**config.mk**
```make
export PLATFORM = sky130hd
export DESIGN_NAME = alu_issue_ctrl_flat
export DESIGN_NICKNAME = d
export VERILOG_FILES = /design/src/rtl/alu_pkg.sv /design/src/rtl/alu_issue_ctrl_if.sv /design/src/rtl/alu_cmd_decode.sv /design/src/rtl/alu_issue_ctrl.sv /design/src/flat_wrapper.sv
export SDC_FILE = /design/constraint.sdc
export NUM_CORES = 1
export LEC_CHECK = 0
export BUFFER_PORTS_ARGS = -buffer_cell sky130_fd_sc_hd__buf_4
export CORE_MARGIN = 3
export CORE_UTILIZATION = 43
export DETAILED_ROUTE_END_ITERATION = 10
export HOLD_SLACK_MARGIN = 0.06
export PLACE_DENSITY = 0.82
export SYNTH_ARGS = -nofsm -noshare
export SYNTH_HDL_FRONTEND = slang
export SYNTH_SLANG_ARGS = --single-unit
export TNS_END_PERCENT = 20
```
**constraint.sdc**
```tcl
create_clock -name clk -period 1.65 [get_ports clk]
set_input_delay 0.495 -clock clk [delete_from_list [all_inputs] [get_ports clk]]
set_output_delay 0.495 -clock clk [all_outputs]
set_load 0.05 [all_outputs]
```
**src/rtl/alu_pkg.sv**
```systemverilog
// Shared types for the ALU issue controller: mux selector codes, ARM data-processing
// opcodes, shifter types, FSM states and the latched per-instruction control fields.
package alu_pkg;

    typedef enum logic [3:0] {
        SEL_ADD = 4'd0,
        SEL_SUB = 4'd1,
        SEL_AND = 4'd2,
        SEL_ORR = 4'd4,
        SEL_EOR = 4'd5,
        SEL_LSL = 4'd6,
        SEL_LSR = 4'd7,
        SEL_ASR = 4'd8
    } alu_sel_e;

    typedef enum logic [3:0] {
        CMD_AND = 4'd0,  CMD_EOR = 4'd1,  CMD_SUB = 4'd2,  CMD_RSB = 4'd3,
        CMD_ADD = 4'd4,  CMD_ADC = 4'd5,  CMD_SBC = 4'd6,  CMD_RSC = 4'd7,
        CMD_TST = 4'd8,  CMD_TEQ = 4'd9,  CMD_CMP = 4'd10, CMD_CMN = 4'd11,
        CMD_ORR = 4'd12, CMD_MOV = 4'd13, CMD_BIC = 4'd14, CMD_MVN = 4'd15
    } dp_cmd_e;

    typedef enum logic [1:0] {
        SH_LSL = 2'd0,
        SH_LSR = 2'd1,
        SH_ASR = 2'd2,
        SH_ROR = 2'd3
    } shift_type_e;

    typedef enum logic [1:0] {
        IDLE  = 2'd0,
        SHIFT = 2'd1,
        OP    = 2'd2
    } issue_state_e;

    typedef struct packed {
        alu_sel_e   alu_sel;
        logic       swap_ab;
        logic       a_zero;
        logic       result_we;
        logic       flag_we;
        logic       needs_shift;
        alu_sel_e   shift_sel;
        logic       illegal;
        logic [4:0] shamt_imm;
        logic       shamt_reg;
    } issue_fields_t;

endpackage

```
**src/rtl/alu_issue_ctrl_if.sv**
```systemverilog
// Instruction-in / ALU-control-out handshake bundle between decode and the ALU issue controller.
// The master side is the decode/ALU environment; the slave side is the controller.
interface alu_issue_ctrl_if;

    logic        in_valid;
    logic        in_ready;
    logic [31:0] instr;
    logic        out_valid;
    logic        out_ready;
    logic [3:0]  alu_sel;
    logic        shift_pass;
    logic [4:0]  shamt_imm;
    logic        shamt_reg;
    logic        swap_ab;
    logic        a_zero;
    logic        result_we;
    logic        flag_we;
    logic        illegal;

    modport master (
        output in_valid, instr, out_ready,
        input  in_ready, out_valid, alu_sel, shift_pass, shamt_imm, shamt_reg,
               swap_ab, a_zero, result_we, flag_we, illegal
    );

    modport slave (
        input  in_valid, instr, out_ready,
        output in_ready, out_valid, alu_sel, shift_pass, shamt_imm, shamt_reg,
               swap_ab, a_zero, result_we, flag_we, illegal
    );

endinterface

```
**src/rtl/alu_cmd_decode.sv**
```systemverilog
// Combinational decode of an ARMv4 data-processing word into ALU control fields.
// Illegal instructions come out with every control field cleared apart from illegal.
module alu_cmd_decode
    import alu_pkg::*;
#(
    parameter bit ENABLE_SHIFT_PASS = 1'b1
) (
    input  logic [31:0] instr,
    output alu_sel_e    alu_sel,
    output logic        swap_ab,
    output logic        a_zero,
    output logic        result_we,
    output logic        flag_we,
    output logic        needs_shift,
    output alu_sel_e    shift_sel,
    output logic        illegal
);

    dp_cmd_e     cmd;
    shift_type_e sh_type;
    alu_sel_e    op_sel;
    logic        op_swap;
    logic        op_azero;
    logic        op_we;
    logic        op_compare;
    logic        cmd_ok;
    logic        shift_ok;
    logic        shift_req;
    logic        unused_instr_bits;

    assign unused_instr_bits = ^{instr[31:26], instr[19:12], instr[3:0]};

    always_comb begin
        cmd        = dp_cmd_e'(instr[24:21]);
        sh_type    = shift_type_e'(instr[6:5]);
        op_sel     = SEL_ADD;
        op_swap    = 1'b0;
        op_azero   = 1'b0;
        op_we      = 1'b0;
        op_compare = 1'b0;
        cmd_ok     = 1'b1;
        case (cmd)
            CMD_AND: begin op_sel = SEL_AND; op_we = 1'b1; end
            CMD_EOR: begin op_sel = SEL_EOR; op_we = 1'b1; end
            CMD_SUB: begin op_sel = SEL_SUB; op_we = 1'b1; end
            CMD_RSB: begin op_sel = SEL_SUB; op_we = 1'b1; op_swap = 1'b1; end
            CMD_ADD: begin op_sel = SEL_ADD; op_we = 1'b1; end
            CMD_TST: begin op_sel = SEL_AND; op_compare = 1'b1; end
            CMD_TEQ: begin op_sel = SEL_EOR; op_compare = 1'b1; end
            CMD_CMP: begin op_sel = SEL_SUB; op_compare = 1'b1; end
            CMD_CMN: begin op_sel = SEL_ADD; op_compare = 1'b1; end
            CMD_ORR: begin op_sel = SEL_ORR; op_we = 1'b1; end
            CMD_MOV: begin op_sel = SEL_ADD; op_we = 1'b1; op_azero = 1'b1; end
            default: cmd_ok = 1'b0;
        endcase

        // A register-specified shift always needs the pass, even if Rs holds zero at runtime.
        shift_req = ~instr[25] & (instr[4] | (instr[11:7] != 5'd0));
        shift_ok  = ENABLE_SHIFT_PASS;
        shift_sel = SEL_LSL;
        case (sh_type)
            SH_LSL:  shift_sel = SEL_LSL;
            SH_LSR:  shift_sel = SEL_LSR;
            SH_ASR:  shift_sel = SEL_ASR;
            default: shift_ok  = 1'b0;
        endcase

        illegal = ~cmd_ok | (shift_req & ~shift_ok);

        if (illegal) begin
            alu_sel     = SEL_ADD;
            swap_ab     = 1'b0;
            a_zero      = 1'b0;
            result_we   = 1'b0;
            flag_we     = 1'b0;
            needs_shift = 1'b0;
            shift_sel   = SEL_LSL;
        end else begin
            alu_sel     = op_sel;
            swap_ab     = op_swap;
            a_zero      = op_azero;
            result_we   = op_we;
            flag_we     = instr[20] | op_compare;
            needs_shift = shift_req;
        end
    end

endmodule

```
**src/rtl/alu_issue_ctrl.sv**
```systemverilog
// Issue controller: accepts one data-processing instruction in IDLE, then emits an optional
// shift-pass beat and the operation beat, all driven from registered state only.
module alu_issue_ctrl
    import alu_pkg::*;
#(
    parameter bit ENABLE_SHIFT_PASS = 1'b1
) (
    input  logic             clk,
    input  logic             reset,
    alu_issue_ctrl_if.slave  bus
);

    issue_state_e  state;
    issue_state_e  state_next;
    issue_fields_t dec;
    issue_fields_t held;
    logic          accept;

    alu_cmd_decode #(
        .ENABLE_SHIFT_PASS(ENABLE_SHIFT_PASS)
    ) u_decode (
        .instr       (bus.instr),
        .alu_sel     (dec.alu_sel),
        .swap_ab     (dec.swap_ab),
        .a_zero      (dec.a_zero),
        .result_we   (dec.result_we),
        .flag_we     (dec.flag_we),
        .needs_shift (dec.needs_shift),
        .shift_sel   (dec.shift_sel),
        .illegal     (dec.illegal)
    );

    assign dec.shamt_imm = bus.instr[11:7];
    assign dec.shamt_reg = bus.instr[4];

    always_ff @(posedge clk) begin
        if (reset) begin
            state <= IDLE;
            held  <= '0;
        end else begin
            state <= state_next;
            if (accept) begin
                held <= dec;
            end
        end
    end

    // Beat fields come only from the latched fields, so they hold steady under back-pressure.
    always_comb begin
        state_next     = state;
        accept         = 1'b0;
        bus.in_ready   = 1'b0;
        bus.out_valid  = 1'b0;
        bus.alu_sel    = 4'd0;
        bus.shift_pass = 1'b0;
        bus.shamt_imm  = 5'd0;
        bus.shamt_reg  = 1'b0;
        bus.swap_ab    = 1'b0;
        bus.a_zero     = 1'b0;
        bus.result_we  = 1'b0;
        bus.flag_we    = 1'b0;
        bus.illegal    = 1'b0;
        case (state)
            IDLE: begin
                bus.in_ready = 1'b1;
                if (bus.in_valid) begin
                    accept     = 1'b1;
                    state_next = dec.needs_shift ? SHIFT : OP;
                end
            end
            SHIFT: begin
                bus.out_valid  = 1'b1;
                bus.shift_pass = 1'b1;
                bus.alu_sel    = held.shift_sel;
                bus.shamt_imm  = held.shamt_imm;
                bus.shamt_reg  = held.shamt_reg;
                if (bus.out_ready) begin
                    state_next = OP;
                end
            end
            OP: begin
                bus.out_valid = 1'b1;
                bus.alu_sel   = held.alu_sel;
                bus.swap_ab   = held.swap_ab;
                bus.a_zero    = held.a_zero;
                bus.result_we = held.result_we;
                bus.flag_we   = held.flag_we;
                bus.illegal   = held.illegal;
                if (bus.out_ready) begin
                    state_next = IDLE;
                end
            end
            default: state_next = IDLE;
        endcase
    end

endmodule
```
**src/flat_wrapper.sv**
```systemverilog
// flat-port wrapper written by rule: the top's interface ports become plain ports
module alu_issue_ctrl_flat import alu_pkg::*;
#(
    parameter bit ENABLE_SHIFT_PASS = 1'b1
)
  (clk, reset, bus_in_valid, bus_instr, bus_out_ready, bus_in_ready, bus_out_valid, bus_alu_sel, bus_shift_pass, bus_shamt_imm, bus_shamt_reg, bus_swap_ab, bus_a_zero, bus_result_we, bus_flag_we, bus_illegal);
  alu_issue_ctrl_if bus_i ();
  input  logic clk;
  input  logic reset;
  input wire logic [$bits(bus_i.in_valid)-1:0] bus_in_valid;
  input wire logic [$bits(bus_i.instr)-1:0] bus_instr;
  input wire logic [$bits(bus_i.out_ready)-1:0] bus_out_ready;
  output wire logic [$bits(bus_i.in_ready)-1:0] bus_in_ready;
  output wire logic [$bits(bus_i.out_valid)-1:0] bus_out_valid;
  output wire logic [$bits(bus_i.alu_sel)-1:0] bus_alu_sel;
  output wire logic [$bits(bus_i.shift_pass)-1:0] bus_shift_pass;
  output wire logic [$bits(bus_i.shamt_imm)-1:0] bus_shamt_imm;
  output wire logic [$bits(bus_i.shamt_reg)-1:0] bus_shamt_reg;
  output wire logic [$bits(bus_i.swap_ab)-1:0] bus_swap_ab;
  output wire logic [$bits(bus_i.a_zero)-1:0] bus_a_zero;
  output wire logic [$bits(bus_i.result_we)-1:0] bus_result_we;
  output wire logic [$bits(bus_i.flag_we)-1:0] bus_flag_we;
  output wire logic [$bits(bus_i.illegal)-1:0] bus_illegal;
  assign bus_i.in_valid = bus_in_valid;
  assign bus_i.instr = bus_instr;
  assign bus_i.out_ready = bus_out_ready;
  assign bus_in_ready = bus_i.in_ready;
  assign bus_out_valid = bus_i.out_valid;
  assign bus_alu_sel = bus_i.alu_sel;
  assign bus_shift_pass = bus_i.shift_pass;
  assign bus_shamt_imm = bus_i.shamt_imm;
  assign bus_shamt_reg = bus_i.shamt_reg;
  assign bus_swap_ab = bus_i.swap_ab;
  assign bus_a_zero = bus_i.a_zero;
  assign bus_result_we = bus_i.result_we;
  assign bus_flag_we = bus_i.flag_we;
  assign bus_illegal = bus_i.illegal;
  alu_issue_ctrl #(.ENABLE_SHIFT_PASS(ENABLE_SHIFT_PASS)) u_core (.clk(clk), .reset(reset), .bus(bus_i));
endmodule
```
==> parameters.txt <==
Parameter                              Value

Setup path
  Crit path buffers/inverters ... 3
  Critical path capture point type ... output pin
  CP top delay family ... flip-flops
  Slowest cell on the critical path ... dfxtp_2
  Arrival time reported for the critical path endpoint ... approximately 1.4 ns
  Type of the worst setup path ... reg2out
  Cell occurring most often along the worst timing path ... buf_6
  Crit start category ... flip-flop
  Worst R2R Setup Slack ... around 0.13 ns
  Crit-path cells ... inv_2, buf_6, ha_4, a21boi_4, buf_6
  Worst path required time ... around 1.2 ns
  Worst Path Max Fanout ... 4
  Max stage delay on crit path ... 0.35 ns

Timing
  Fmax ... around 0.52 GHz
  Max_slew headroom ... 79.9%
  Portion of the clock cycle consumed by the worst path in the final layout ... 117%
  Setup slack of the critical path after layout ... -0.283 ns
  Pins over their slew limit ... 0
  Minimum clock period ... a little under 2 ns
  Final-report hold violation count ... 0
  RSZ-0062 raised after global routing ... yes
  Final setup fails ... 17
  Setup TNS after final layout ... -3.36 ns
  Transition time at the pin with the least slew margin ... approximately 0.3 ns
  Clock Skews ... ~0.00069 ns

Synth
  Gate Count Post-Synth ... ~120
  Post-synthesis sequential element count ... 19
  Sequential element share of the synthesized area ... a little under two fifths
  EDFF count, synth ... 0
  Post-Syn Area per Cell ... 8.12 um^2
  Most used flip-flop cell after synthesis ... dfxtp_1
  Yosys warns ... 0
  Library cells used by synthesis ... 31
  Async set-reset flop share out of synthesis ... 0%
  Synthesized net count ... roughly 160
  Cell area after synthesis ... 998 um^2

Finish
  Final std cell area, no fill ... between 1500 and 2000 um^2
  Non-filler instance count after layout ... between 150 and 200
  Final net count ... 206
  Area Growth Syn to Fin ... 58.5%
  Proportion of layout cells with a drive suffix above 1 ... 48.8%
  Antenna Cells ... 0

Global routing
  Remaining global-route overflow ... 0
  Wire length of the first global-routing pass ... 4220 um
  Largest net degree at the start of global routing ... 13
  Total Routing Usage GR ... around 20%
  Initial antenna violation count ... 0
  Number of global-route vias before repair ... ~960

Placed design
  Half-perimeter wire length after detailed placement ... 1930 um
  Placed insts ... between 150 and 200
  Port buffer count ... 35
  Pre-CTS setup slack ... -0.0447 ns
  Post-DP Area ... 1400 um^2
  Placer's final routability congestion estimate ... ~0.79

Routing
  Number of antenna-violating nets in the routed design ... 0
  DRT Pass-1 Iters ... 4
  Violation count after the first detailed-routing iteration ... 31
  Number of vias per cell after detailed routing ... 5.26
  DR DRC count ... 0
  Routed vias ... 1016
  Overall routed net length ... roughly 2600 um
  Wirelength per Cell ... about 14 um

Floorplanning
  Core region area ... roughly 2100 um^2
  Die ar. ... a little under 3000 um^2
  Vertical extent of the die ... about 54 um
  Initial standard-cell utilization of the core ... a little under half
  Number of rows created at floorplan ... 16
  Num ports ... 54
  Die Wd ... around 54 um

Pwr
  Leakage power ... just under 0.7 nW
  Worst VDD drop ... 0.513 mV
  Power density relative to cell area ... 756 nW/um^2

Clock tree
  Clock buffer depth ... 2
  TritonCTS Buffers ... 3
  Clock latency on the worst-skew pair ... approximately 0.30 ns
  Cell chosen for the clock root ... clkbuf_4
  Clock net sink count ... 19
  Number of hold-repair buffers added at the cts stage ... 0
  Clock slew seen by the registers of the worst setup and hold paths ... roughly 0.1 ns
  TritonCTS clock tree ... built
  Number of H-tree branching levels ... 1

Run status
  Outcome ... complete, but fails checks
  Violated checks ... setup timing

Worst hold path
  Class of the most critical hold timing path ... in2reg

Job
  Max-capacitance violation count ... 0
-- worst reg2reg max path: cells and delay by family, from the launching register on --
family                   cells  cell delay, ns
buffers and inverters        2            0.28
AO/OA/AOI/OAI                3            0.58
adder cells (fa/ha/maj)      1            0.18
AND/OR/NAND/NOR              1            0.05
flip-flops                   1            0.34
-- cell type report --
cell class,count,area [um^2]
Inverter,4,15.0
Clock buffer,4,26.3
Sequential cell,19,383
Multi-Input combinational cell,95,693
Tap cell,27,33.8
Fill cell,146,499
Timing Repair Buffer,44,432
-- metal layers --
metal  part of all wire [%]  vias to the layer above  track usage [%]  routed length, um
met2                     52                       28             34.7               1390
met5                      0                        -                0                  0
li1                       -                      505                -                  -
met1                     40                      474             23.9               1070
met3                    4.9                        9             3.60                129
met4                    2.4                        0             9.13                 63
-- synth_stat cells, types with 2 or more instances --
master,count,share of area (%)
nand2_1,29,11
dfxtp_1,19,38
and2_1,13,8.1
nor2_1,8,3.0
a21oi_1,7,3.5
inv_1,4,1.5
o21ai_1,4,2.0
o31ai_2,4,5.0
clkbuf_1,3,1.1
ha_1,3,3.8
nand3_1,3,1.5
a21boi_0,2,1.5
buf_2,2,1.0
nand2b_1,2,1.3
nor2b_1,2,1.3
nor3_1,2,1.0
o21a_1,2,1.5
-- logic make-up (layout without fill, tap and decap cells) --
kind of cell	Yosys count	after routing	share of synthesized area, %
simple gates	62	62	31.1
compound gates	29	29	22.3
flops	19	19	38.1
buf+inv	9	52	3.63
fa+ha+maj	3	3	3.76
mux	1	1	1.13
-- placed cells by master (no fill, tap or decap), types with 4 or more instances in the layout --
cell type  synthesis  layout
and2_4             0      11
buf_4              0      23
nor2_1             8       7
buf_6              0      15
a21oi_1            7       7
buf_8              0       6
dfxtp_1           19      17
o31ai_2            4       4
o21ai_1            4       4
nand2_1           29      28
-- registers in the layout, indices dropped and copies added (netlist names) --
signal / count
u_core.state: 2
u_core.held: 17
-- where the power goes --
| group | leakage (nW) | internal (mW) | switching, mW |
|---|---|---|---|
| Clock | 0.0150 | 0.0943 | 0.142 |
| Combinational | 0.503 | 0.205 | 0.235 |
| Sequential | 0.156 | 0.495 | 0.0246 |
| Total | 0.674 | 0.794 | 0.402 |
-- metrics by stage --
step           power [mW]  util, %  hold slack [ns]
6_report             1.20     76.0            0.422
5_1_grt              1.26     76.0            0.414
4_1_cts              1.16     72.3            0.423
3_5_place_dp        0.907     67.2            0.436
3_3_place_gp        0.893     67.2            0.432
2_1_floorplan       0.787        -            0.422
-- repair_timing --
action / in CTS / in global routing
pin swaps: 2 / 6
buffers inserted: 0 / 1
gates resized for setup: 25 / 19
setup endpoints to repair: 18 / 18
-- final timing paths --
kind / startpoint / end / cells past startpoint
worst max-delay path: u_core.state[0] / bus_alu_sel[1] / 5
worst min-delay path: bus_instr[21] / u_core.held[17] / 2
worst max register to register: u_core.state[0] / u_core.state[1] / 7
worst min register to register: u_core.held[10] / u_core.held[10] / 2
Note: power is estimated with default switching activity, not from simulation.
